$ cat src/rtl/contador_bcd_multi.sv
// -----------------------------------------------------------------------------
// contador_bcd_multi
//
// Multi-digit BCD up/down counter with a synchronous preset load, a one-cycle
// wrap pulse, and a free-running time-multiplexed 7-segment scanner.
//
// Parameters
//    DIGITS    number of BCD digits (1..8)
//    SCAN_DIV  clk cycles each digit stays strobed (>= 1)
//    DP_POS    digit index whose decimal point lights; >= DIGITS lights none
//
// Ports
//    clk       in   rising-edge clock
//    rst       in   synchronous reset, active-high
//    en        in   count enable, one step per clk when high
//    up        in   1 = increment, 0 = decrement
//    load      in   synchronous preset strobe (wins over en)
//    load_val  in   BCD preset, digit 0 in [3:0]; digits > 9 saturate to 9
//    cont      out  current BCD count, registered
//    dp        out  wrap pulse, registered, high for one cycle
//    out       out  segments {dp,g,f,e,d,c,b,a}, active-high
//    an        out  one-hot digit strobe, active-high
//
// Build option
//    CONTADOR_LZB_EN  when defined, digits above the most significant
//                     nonzero digit are blanked (digit 0 is never blanked).
// -----------------------------------------------------------------------------
module contador_bcd_multi #(
   parameter int unsigned DIGITS   = 4,
   parameter int unsigned SCAN_DIV = 4,
   parameter int unsigned DP_POS   = 4
) (
   input  logic                  clk,
   input  logic                  rst,
   input  logic                  en,
   input  logic                  up,
   input  logic                  load,
   input  logic [4*DIGITS-1:0]   load_val,
   output logic [4*DIGITS-1:0]   cont,
   output logic                  dp,
   output logic [7:0]            out,
   output logic [DIGITS-1:0]     an
);

   localparam int unsigned PW = (SCAN_DIV > 1) ? $clog2(SCAN_DIV) : 1;
   localparam int unsigned IW = (DIGITS > 1) ? $clog2(DIGITS) : 1;
   localparam logic [PW-1:0] PRESC_MAX = PW'(SCAN_DIV - 1);
   localparam logic [IW-1:0] IDX_MAX   = IW'(DIGITS - 1);

   logic [4*DIGITS-1:0] cont_q, cont_d;
   logic                dp_q, dp_d;
   logic [PW-1:0]       presc_q, presc_d;
   logic [IW-1:0]       idx_q, idx_d;

   // 7-segment code for one BCD digit, {g,f,e,d,c,b,a}.
   function automatic logic [6:0] seg7(input logic [3:0] d);
      logic [6:0] s;
      case (d)
         4'd0:    s = 7'h3F;
         4'd1:    s = 7'h06;
         4'd2:    s = 7'h5B;
         4'd3:    s = 7'h4F;
         4'd4:    s = 7'h66;
         4'd5:    s = 7'h6D;
         4'd6:    s = 7'h7D;
         4'd7:    s = 7'h07;
         4'd8:    s = 7'h7F;
         4'd9:    s = 7'h6F;
         default: s = 7'h00;
      endcase
      return s;
   endfunction

   // Counter next state. The ripple carry/borrow enters digit 0 as 1; if it
   // survives past the top digit the whole counter wrapped.
   always_comb begin
      logic       carry;
      logic [3:0] d;
      logic [3:0] nd;
      cont_d = cont_q;
      dp_d   = 1'b0;
      carry  = 1'b0;
      d      = 4'd0;
      nd     = 4'd0;
      if (load) begin
         for (int i = 0; i < int'(DIGITS); i++) begin
            d = load_val[4*i +: 4];
            cont_d[4*i +: 4] = (d > 4'd9) ? 4'd9 : d;
         end
      end else if (en) begin
         carry = 1'b1;
         for (int i = 0; i < int'(DIGITS); i++) begin
            d  = cont_q[4*i +: 4];
            nd = d;
            if (carry) begin
               if (up) begin
                  if (d == 4'd9) begin
                     nd = 4'd0;
                  end else begin
                     nd    = d + 4'd1;
                     carry = 1'b0;
                  end
               end else begin
                  if (d == 4'd0) begin
                     nd = 4'd9;
                  end else begin
                     nd    = d - 4'd1;
                     carry = 1'b0;
                  end
               end
            end
            cont_d[4*i +: 4] = nd;
         end
         dp_d = carry;
      end
   end

   // Scanner next state: free-running, independent of en/load.
   always_comb begin
      presc_d = presc_q + PW'(1);
      idx_d   = idx_q;
      if (presc_q == PRESC_MAX) begin
         presc_d = '0;
         idx_d   = (idx_q == IDX_MAX) ? '0 : idx_q + IW'(1);
      end
   end

   always_ff @(posedge clk) begin
      if (rst) begin
         cont_q  <= '0;
         dp_q    <= 1'b0;
         presc_q <= '0;
         idx_q   <= '0;
      end else begin
         cont_q  <= cont_d;
         dp_q    <= dp_d;
         presc_q <= presc_d;
         idx_q   <= idx_d;
      end
   end

   assign cont = cont_q;
   assign dp   = dp_q;

   // Display outputs come straight from registered state, so a count change
   // shows on the segments in the same cycle cont changes.
   always_comb begin
      logic [3:0]        digit;
      logic [DIGITS-1:0] blank;
      logic              zero_above;
      digit      = 4'd0;
      blank      = '0;
      zero_above = 1'b1;
      an         = '0;
      for (int i = 0; i < int'(DIGITS); i++) begin
         if (idx_q == IW'(i)) begin
            digit = cont_q[4*i +: 4];
            an[i] = 1'b1;
         end
      end
`ifdef CONTADOR_LZB_EN
      // Walk down from the top digit; a digit is blanked while every digit
      // at or above it is zero. Digit 0 is left out so zero still shows.
      for (int i = int'(DIGITS) - 1; i > 0; i--) begin
         zero_above = zero_above & (cont_q[4*i +: 4] == 4'd0);
         blank[i]   = zero_above;
      end
`else
      zero_above = 1'b0;
`endif
      out[6:0] = 7'h00;
      for (int i = 0; i < int'(DIGITS); i++) begin
         if (idx_q == IW'(i)) begin
            out[6:0] = blank[i] ? 7'h00 : seg7(digit);
         end
      end
      out[7] = (32'(idx_q) == DP_POS);
   end

endmodule
$ cat config.mk
export PLATFORM = sky130hd
export DESIGN_NAME = contador_bcd_multi
export DESIGN_NICKNAME = d
export VERILOG_FILES = /design/src/rtl/contador_bcd_multi.sv
export SDC_FILE = /design/constraint.sdc
export NUM_CORES = 1
export LEC_CHECK = 0
export ABC_AREA = 1
export CAP_MARGIN = 40
export CORE_MARGIN = 2
export CORE_UTILIZATION = 45
export DETAILED_ROUTE_END_ITERATION = 8
export MAX_ROUTING_LAYER = met4
export PLACE_DENSITY = 0.74
export SYNTH_ARGS = -nofsm -noshare
export SYNTH_HDL_FRONTEND = slang
export SYNTH_SLANG_ARGS = --single-unit
export TNS_END_PERCENT = 20
$ cat constraint.sdc
create_clock -name clk -period 4.2 [get_ports clk]
set_clock_uncertainty 0.2 [all_clocks]
set_input_delay 0.84 -clock clk [delete_from_list [all_inputs] [get_ports clk]]
set_output_delay 0.84 -clock clk [all_outputs]
set_load 0.05 [all_outputs]
### Word-level counts from Yosys, hierarchy flattened

Memories as Yosys holds them, arrays and structs flattened.
Index checks and enable logic that the tools add are counted.

| storage, ports and cells | value |
|---|---|
| flip-flop bits (word level) | 21 |
| ROM bits | 448 |
| input bits | 21 |
| output and inout bits | 29 |
| logic and storage cells | 103 |
| memories kept | 4 |

| cells by class | value |
|---|---|
| add/subtract/negate cells | 10 |
| $lt $le $gt $ge | 4 |
| eq/ne operators | 8 |
| mux-type cells | 54 |
| bitwise operators | 2 |
| reductions and logical operators | 14 |

Memory list:

| memory | depth | bits a word | read ports | clocked after memory_dff | write ports | line | text |
|---|---|---|---|---|---|---|---|
| (no name shown) | 16 | 7 | 1 | 0 | 0 | 58 | `case (d)` |
| (no name shown) | 16 | 7 | 1 | 0 | 0 | 58 |  |
| (no name shown) | 16 | 7 | 1 | 0 | 0 | 58 |  |
| (no name shown) | 16 | 7 | 1 | 0 | 0 | 58 |  |

Operators with widths:

| kind | count |
|---|---|
| 2-to-1 mux 4 bit | 23 |
| 2-to-1 mux 16 bit | 2 |
| 2-to-1 mux 7 bit | 4 |
| 2-to-1 mux 1 bit | 24 |
| adder 4 x 1 -> 4 bit, second input constant | 4 |
| == test 4 bit, second input constant | 4 |
| greater-than comparator 4 bit, second input constant | 4 |
| logical NOT 4 bit | 4 |
| subtractor 4 x 1 -> 4 bit, second input constant | 4 |
| nonzero test 2 bit | 4 |
| == test 2 bit, second input constant | 3 |
| AND reduction 2 bit | 3 |
| adder 2 x 1 -> 2 bit, second input constant | 2 |
| OR reduction 4 bit | 1 |
| == test 2 x 1 -> 1 bit, second input constant | 1 |
| logical NOT 2 bit | 1 |
| 2-to-1 mux 2 bit | 1 |
| inverter 1 bit | 2 |
| OR reduction 2 bit | 1 |

### Logic depth before layout (Yosys ltp)

| depth | value |
|---|---|
| word-level depth | 14 |
| gate-level depth with buffers | 13 |
| gate-level depth less buffers | 13 |

### Worst setup path before layout

No wires, ideal clock.

| timing path | value |
|---|---|
| kind | reg-to-output |
| from | register idx_q[0] |
| to | output out[6] |
| data arrival time | 2.820 ns |
| data required time | 3.160 ns |
| slack | 0.340 ns |
| cell stages (with the launch flop) | 10 |
| buffers on the path | 1 |
| cells stage by stage | dfxtp_1 -> ha_1 -> buf_2 -> nor2_1 -> o21ai_0 -> o21ai_1 -> ha_1 -> nand2_1 -> nand2_1 -> o21ai_0 |

| between the ends | value |
|---|---|
| longest elaborated chain between the ends | 10 |
| elaborated cells between the ends (all ways) | 16 |
| those cells by class | 3 x eq/ne; 8 x mux; 1 x reduce/logical; 4 x memory |

Ends and longest elaborated chain:

| item | line | text |
|---|---|---|
| start: declaration | 53 | `logic [IW-1:0] idx_q, idx_d;` |
| start signal: assignment | 138 | `idx_q <= idx_d;` |
| logical NOT 2 bit | 156, 173 |  |
| 2-to-1 mux 4 bit (4 in a row) | 156 | `if (idx_q == IW'(i)) begin` |
| memory (16 x 7 bit) | - |  |
| 2-to-1 mux 7 bit (3 in a row) | 173 | `if (idx_q == IW'(i)) begin` |
| 2-to-1 mux 7 bit (*) | 173 |  |
| end: declaration | 41 | `output logic [7:0] out,` |

Mark *: on every way between the ends. The rest lies on a longest branch, timed or not.

### Worst setup path in the final report

| timing path | value |
|---|---|
| from | register idx_q[0] |
| to | output out[4] |

Same word-level chain as after synthesis.

==> impl_metrics.env <==
export IMPL_run_status="completed"
export IMPL_powerDensity_nw_per_um2=308
export IMPL_maxSlewHeadroom_pct=48.7
export IMPL_grt_use_total_pct=21.5
export IMPL_ant_nets=0
export IMPL_post_dp_hpwl_mm=3.95
export IMPL_cp_slowest_stage_delay_ps=690
export IMPL_met3_length_um=275
export IMPL_clock_latency_ps=270
export IMPL_portBuffers=48
export IMPL_critPathCaptureType="output port"
export IMPL_ys_top_cells_by_count="nand2_1, nor2_1, inv_1, nand3_1, a21oi_1"
export IMPL_final_period_utilization_pct=94.9
export IMPL_areaGrowthSynthToFinish_pct=26.6
export IMPL_clock_sinks=21
export IMPL_yosysTopAreaCell="dfxtp_1"
export IMPL_syn_num_nets=389
export IMPL_rsz0062_at_grt="false"
export IMPL_fmax_ghz=0.251
export IMPL_grt_pass1_wl_mm=8.72
export IMPL_firstDrtPassIters=4
export IMPL_cp_cell_sequence="inv_1 -> ha_1 -> nor2_1 -> o21ai_0 -> o21ai_1 -> inv_1 -> ha_1 -> inv_1 -> nand2_1 -> nand3_1 -> a21boi_1 -> clkdlybuf4s50_1"
export IMPL_dr_total_vias=2330
export IMPL_yosysSeqAreaShare_pct=20.8
export IMPL_via_per_inst=5.18
export IMPL_crit_type="reg -> out"
export IMPL_final_setup_tns_ps=0
export IMPL_start_kind="register"
export IMPL_required_ps=3160
export IMPL_drv_slew=0
export IMPL_dieArea_um2=5050
export IMPL_arrival_ps=2950
export IMPL_dp_worst_setup_slack_ps=433
export IMPL_synthFlopType="dfxtp_1"
export IMPL_worst_pin_slew_ps=767
export IMPL_avgSynthCellArea_um2=5.65
export IMPL_ys_warn_count=0
export IMPL_cts_made_buffers=3
export IMPL_die_h_um=71.0
export IMPL_min_path_type="reg -> reg"
export IMPL_cts_root_buf="clkbuf_8"
export IMPL_gp_congestion=0.848
export IMPL_syn_inst=358
export IMPL_syn_area_um2=2020
export IMPL_io_pins=50
export IMPL_nets=430
export IMPL_setup_violations_final=0
export IMPL_cts_setup_buffers=0
export IMPL_h_tree_depth=1
export IMPL_final_min_clock_period_ps=3990
export IMPL_synth_cell_types=34
export IMPL_antenna_found_initial=0
export IMPL_die_x_um=71.0
export IMPL_cts_clk_slew_worst_paths_ps=80
export IMPL_hold_viol_final=0
export IMPL_cpMostUsedCell="inv_1"
export IMPL_drive_above_1_share_pct=6.28
export IMPL_routed_wl_met2_mm=2.37
export IMPL_routedWlPerCell_um=11.6
export IMPL_synth_edff_count=0
export IMPL_grt_start_max_net_pins=22
export IMPL_coreArea_um2=4350
export IMPL_initial_utilization_pct=46.4
export IMPL_rows=24
export IMPL_met1_length_mm=2.54
export IMPL_cap_violations=0
export IMPL_drtIter0Drc=185
export IMPL_power_leakage_nw=1.24
export IMPL_grt_pass1_vias=2018
export IMPL_wirelength_mm=5.24
export IMPL_fin_ws_ps=215
export IMPL_critPathMaxFanout=7
export IMPL_drc_errors=0
export IMPL_slowest_stage="clkdlybuf4s50_1"
export IMPL_vdd_drop_max_mv=0.126
export IMPL_cts_buffer_depth=2
export IMPL_async_flop_share_pct=0
export IMPL_n_antenna_cell=0
export IMPL_dr_max_layer_used="met4"
export IMPL_total_power_uw=788
export IMPL_overflow=0
export IMPL_synth_area_leaders="dfxtp_1, nand2_1, nor2_1"
export IMPL_synth_most_common_cell="nand2_1"
export IMPL_synth_seq_cells=21
export IMPL_synth_top_area_share_pct=20.8
export IMPL_cts_tree="built"
kinds of logic after synthesis:
| group | Yosys count | share of synthesized area, % |
|---|---|---|
| AOI/OAI and AO/OA | 67 | 18.8 |
| DFF | 21 | 20.8 |
| buffers and inverters | 52 | 10.6 |
| xor gates and xnor gates | 2 | 0.866 |
| other | 1 | 0.185 |
| adders and majority gates | 10 | 6.19 |
| and+or+nand+nor | 205 | 42.6 |
cell usage in the layout, fill, tap and decap left out, types with 3 or more instances in the layout:
| cell type | count |
|---|---|
| a211oi_1 | 4 |
| a21oi_1 | 23 |
| clkbuf_8 | 3 |
| clkdlybuf4s50_1 | 43 |
| dfxtp_1 | 21 |
| dlymetal6s2s_1 | 4 |
| ha_1 | 10 |
| inv_1 | 29 |
| inv_2 | 10 |
| nand2_1 | 106 |
| nand2_2 | 4 |
| nand3_1 | 28 |
| nor2_1 | 55 |
| nor2_2 | 3 |
| o211ai_1 | 4 |
| o21ai_0 | 19 |
| o21ai_1 | 7 |
| o21bai_1 | 3 |
stage by stage:
stage | instances | hold slack, ps | area [um2] | utilization (%)
after floorplan | 358 | 204 | 2020 | -
after global placement | 446 | 215 | 2500 | 57.5
after detailed placement | 446 | 219 | 2500 | 57.5
after CTS | 450 | 238 | 2550 | 58.6
after global routing | 450 | 268 | 2560 | 58.8
final | 450 | 234 | 2560 | 58.8
layout make-up:
type	count	area, um2
inverters	39	146
well taps	52	65.1
flip-flops and latches	21	420
clock buffers	4	45.0
repair buffers	49	495
fillers	413	1790
multi-input cells	285	1390
worst max-delay path: cells and delay by family (launching register included):
family / cells / cell delay (ps)
adders and majority gates: 2 / 510
buffers and inverters: 4 / 970
and+or+nand+nor: 3 / 350
DFF: 1 / 400
AOI/OAI and AO/OA: 3 / 450
power by group:
group	total, mW	internal [mW]	switching (mW)
clock	0.143	0.0678	0.0754
combinational	0.399	0.139	0.260
sequential	0.246	0.215	0.0313
total	0.788	0.422	0.367
sequential cells by signal (all words and copies together) (netlist names):
signal,cells
presc_q,2
cont,16
idx_q,2
dp,1
layer usage:
layer,GRT usage (%),up-vias
li1,-,1235
met1,28.3,1013
met2,35.1,74
met3,2.71,8
met4,5.03,0
met5,-,-
what timing repair did:
action / in CTS / in global routing
hold buffers: 0 / 0
setup endpoints to repair: 0 / 4
resized for setup: 0 / 4
final timing paths:
check	slack, ps	depth (start not counted)	end	from
worst max-delay path	210	12	out[4]	idx_q[0]
worst min-delay path	230	1	presc_q[0]	presc_q[0]
worst max register to register	2420	11	cont[10]	cont[3]
worst min register to register	230	1	presc_q[0]	presc_q[0]
No activity file was read; power rests on OpenSTA's default activity.
==> edit: new RTL, same settings <==
Build with the macro `CONTADOR_LZB_EN` defined.
--- a/src/rtl/contador_bcd_multi.sv
+++ b/src/rtl/contador_bcd_multi.sv
@@ -25,6 +25,8 @@
 //    CONTADOR_LZB_EN  when defined, digits above the most significant
 //                     nonzero digit are blanked (digit 0 is never blanked).
 // -----------------------------------------------------------------------------
+`define CONTADOR_LZB_EN
+
 module contador_bcd_multi #(
    parameter int unsigned DIGITS   = 4,
    parameter int unsigned SCAN_DIV = 4,
Function: changed (a bounded check fails within 10 cycles, from zero or initial values and one cycle with rst high).
==> edit against the unedited design <==
  * Cell area rose by 1.7%
  * Routed wire length rose by 2.1%
  * Sequential cell count did not move
  * Critical path depth fell by 2
  * Total power rose by 0.68%
  * Sequential power fell by 2%
  * Setup slack improved by 110 ps
  * Area after synthesis rose by 1.7%
  * Largest power group unchanged
==> edit: results (changes against the unedited design) <==
| Metric | Value |
|---|---|
| Vias in the first global route | `2,059 (was 2,018)` |
| Final #Nets | `435 (was 430)` |
| Placement Setup Slack | `378 ps (was 433 ps)` |
| M1 WL | `2.45 mm (was 2.54 mm)` |
| Status | `completed (unchanged)` |
| Synth top cells by count | `nand2_1 (98), nor2_1 (54), inv_1 (41) (was nand2_1 (106), nor2_1 (55), inv_1 (29))` |
| Post-DR vias/cell | `5.28 (was 5.18)` |
| Syn_area_per_cell | `5.70 um2 (was 5.65 um2)` |
| Cell variety after synth | `37 (was 34)` |
| Top cells by area, synth | `dfxtp_1 (20%), nand2_1 (18%), nor2_1 (9.9%), inv_1 (7.5%), a21oi_1 (6.8%) (was dfxtp_1 (21%), nand2_1 (20%), nor2_1 (10%), nand3_1 (6.9%), ha_1 (6.2%))` |
| Seq/Total Area, Yosys | `20.4% (was 20.8%)` |
| First drt pass iteration count | `5 (was 4)` |
| Share of cells above drive strength 1 | `5.96% (was 6.28%)` |
| Per-cell routed wire length | `11.7 um (was 11.6 um)` |
| First-pass GRT wire length | `9.20 mm (was 8.72 mm)` |
| Vias | `2,402 (was 2,330)` |
| Worst slew margin | `43.3% (was 48.7%)` |
| Fillers | `463 (was 413)` |
| GPL Wtd Cong | `0.927 (was 0.848)` |
| Max rail drop VDD | `154 uV (was 126 uV)` |
| Post-DP HPWL | `4.04 mm (was 3.95 mm)` |
| Crit-path max cell delay | `800 ps (was 690 ps)` |
| DR WL met3 | `343 um (was 275 um)` |
| Placed cells | `451 (was 446)` |
| WP data arrival | `2830 ps (was 2950 ps)` |
| Post-placement cell area | `2540 um2 (was 2500 um2)` |
| Largest net degree at the start of global routing | `25 (was 22)` |
| Syn nets | `392 (was 389)` |
| Initial DRC count | `206 (was 185)` |
| Total track usage | `22.6% (was 21.5%)` |
| Leak Pwr | `1.27 nW (was 1.24 nW)` |
| Switching part of the total power | `46.9% (was 46.5%)` |
| Met2 wire len | `2.49 mm (was 2.37 mm)` |
| Crit path max fanout | `10 (was 7)` |
-- edit: changes by cell type in the layout (fill, tap and decap cells not counted), moves of 3 or more --
cell     change
nand2_2      +3
o21ai_1      -6
nand2_1      -8
o21ai_0      +6
nand4_1      +3
inv_1       +12
inv_2        -7
a21oi_1      +5
-- edit: path summary, 6_finish.rpt --
check / start / slack, ps / cells past startpoint / end
setup / recovery: idx_q[0] / 330 / 10 / out[1]
hold / removal: presc_q[0] / 240 / 1 / presc_q[0]
setup reg to reg: cont[0] / 2430 / 11 / cont[11]
hold reg to reg: presc_q[0] / 240 / 1 / presc_q[0]
-- edit: metal layers --
layer | global-route usage [%] | up-vias
met2 | 35.7 | 87
met4 | 6.29 | 0
met5 | - | -
met3 | 2.39 | 6
li1 | - | 1252
met1 | 30.6 | 1057
-- edit: area by class of cell --
type                       count  area, um2  share of cell area, %
multi-input combinational    283       1390                   53.4
timing repair buffer          51        515                   19.8
sequential                    21        420                   16.2
inverter                      44        165                   6.35
tap                           52       65.1                   2.50
clock buffer                   3       41.3                   1.59
clock inverter                 1       5.00                  0.192
-- edit: what timing repair did --
item / CTS / global route
endpoints found under the hold margin: 0 / 0
hold buffers: 0 / 0
resized for setup: 0 / 5
endpoints found under the setup margin: 0 / 5
-- edit: cell families (layout without fill, tap and decap cells) --
group	after synthesis	in the layout	synth area share, %
AOI/OAI and AO/OA	70	70	19.0
xor gates and xnor gates	1	1	0.426
adders and majority gates	10	10	6.08
buffers and inverters	57	99	12.0
DFF	21	21	20.4
other	1	1	0.182
and+or+nand+nor	201	201	41.9
-- edit: power by group through the flow --
stage	Clock, mW	Combinational (mW)	Sequential [mW]
global route	0.150	0.449	0.245
CTS	0.146	0.412	0.241
finish	0.142	0.410	0.242
global placement	0	0.408	0.246
floorplan	0	0.255	0.281
detailed placement	0	0.410	0.246
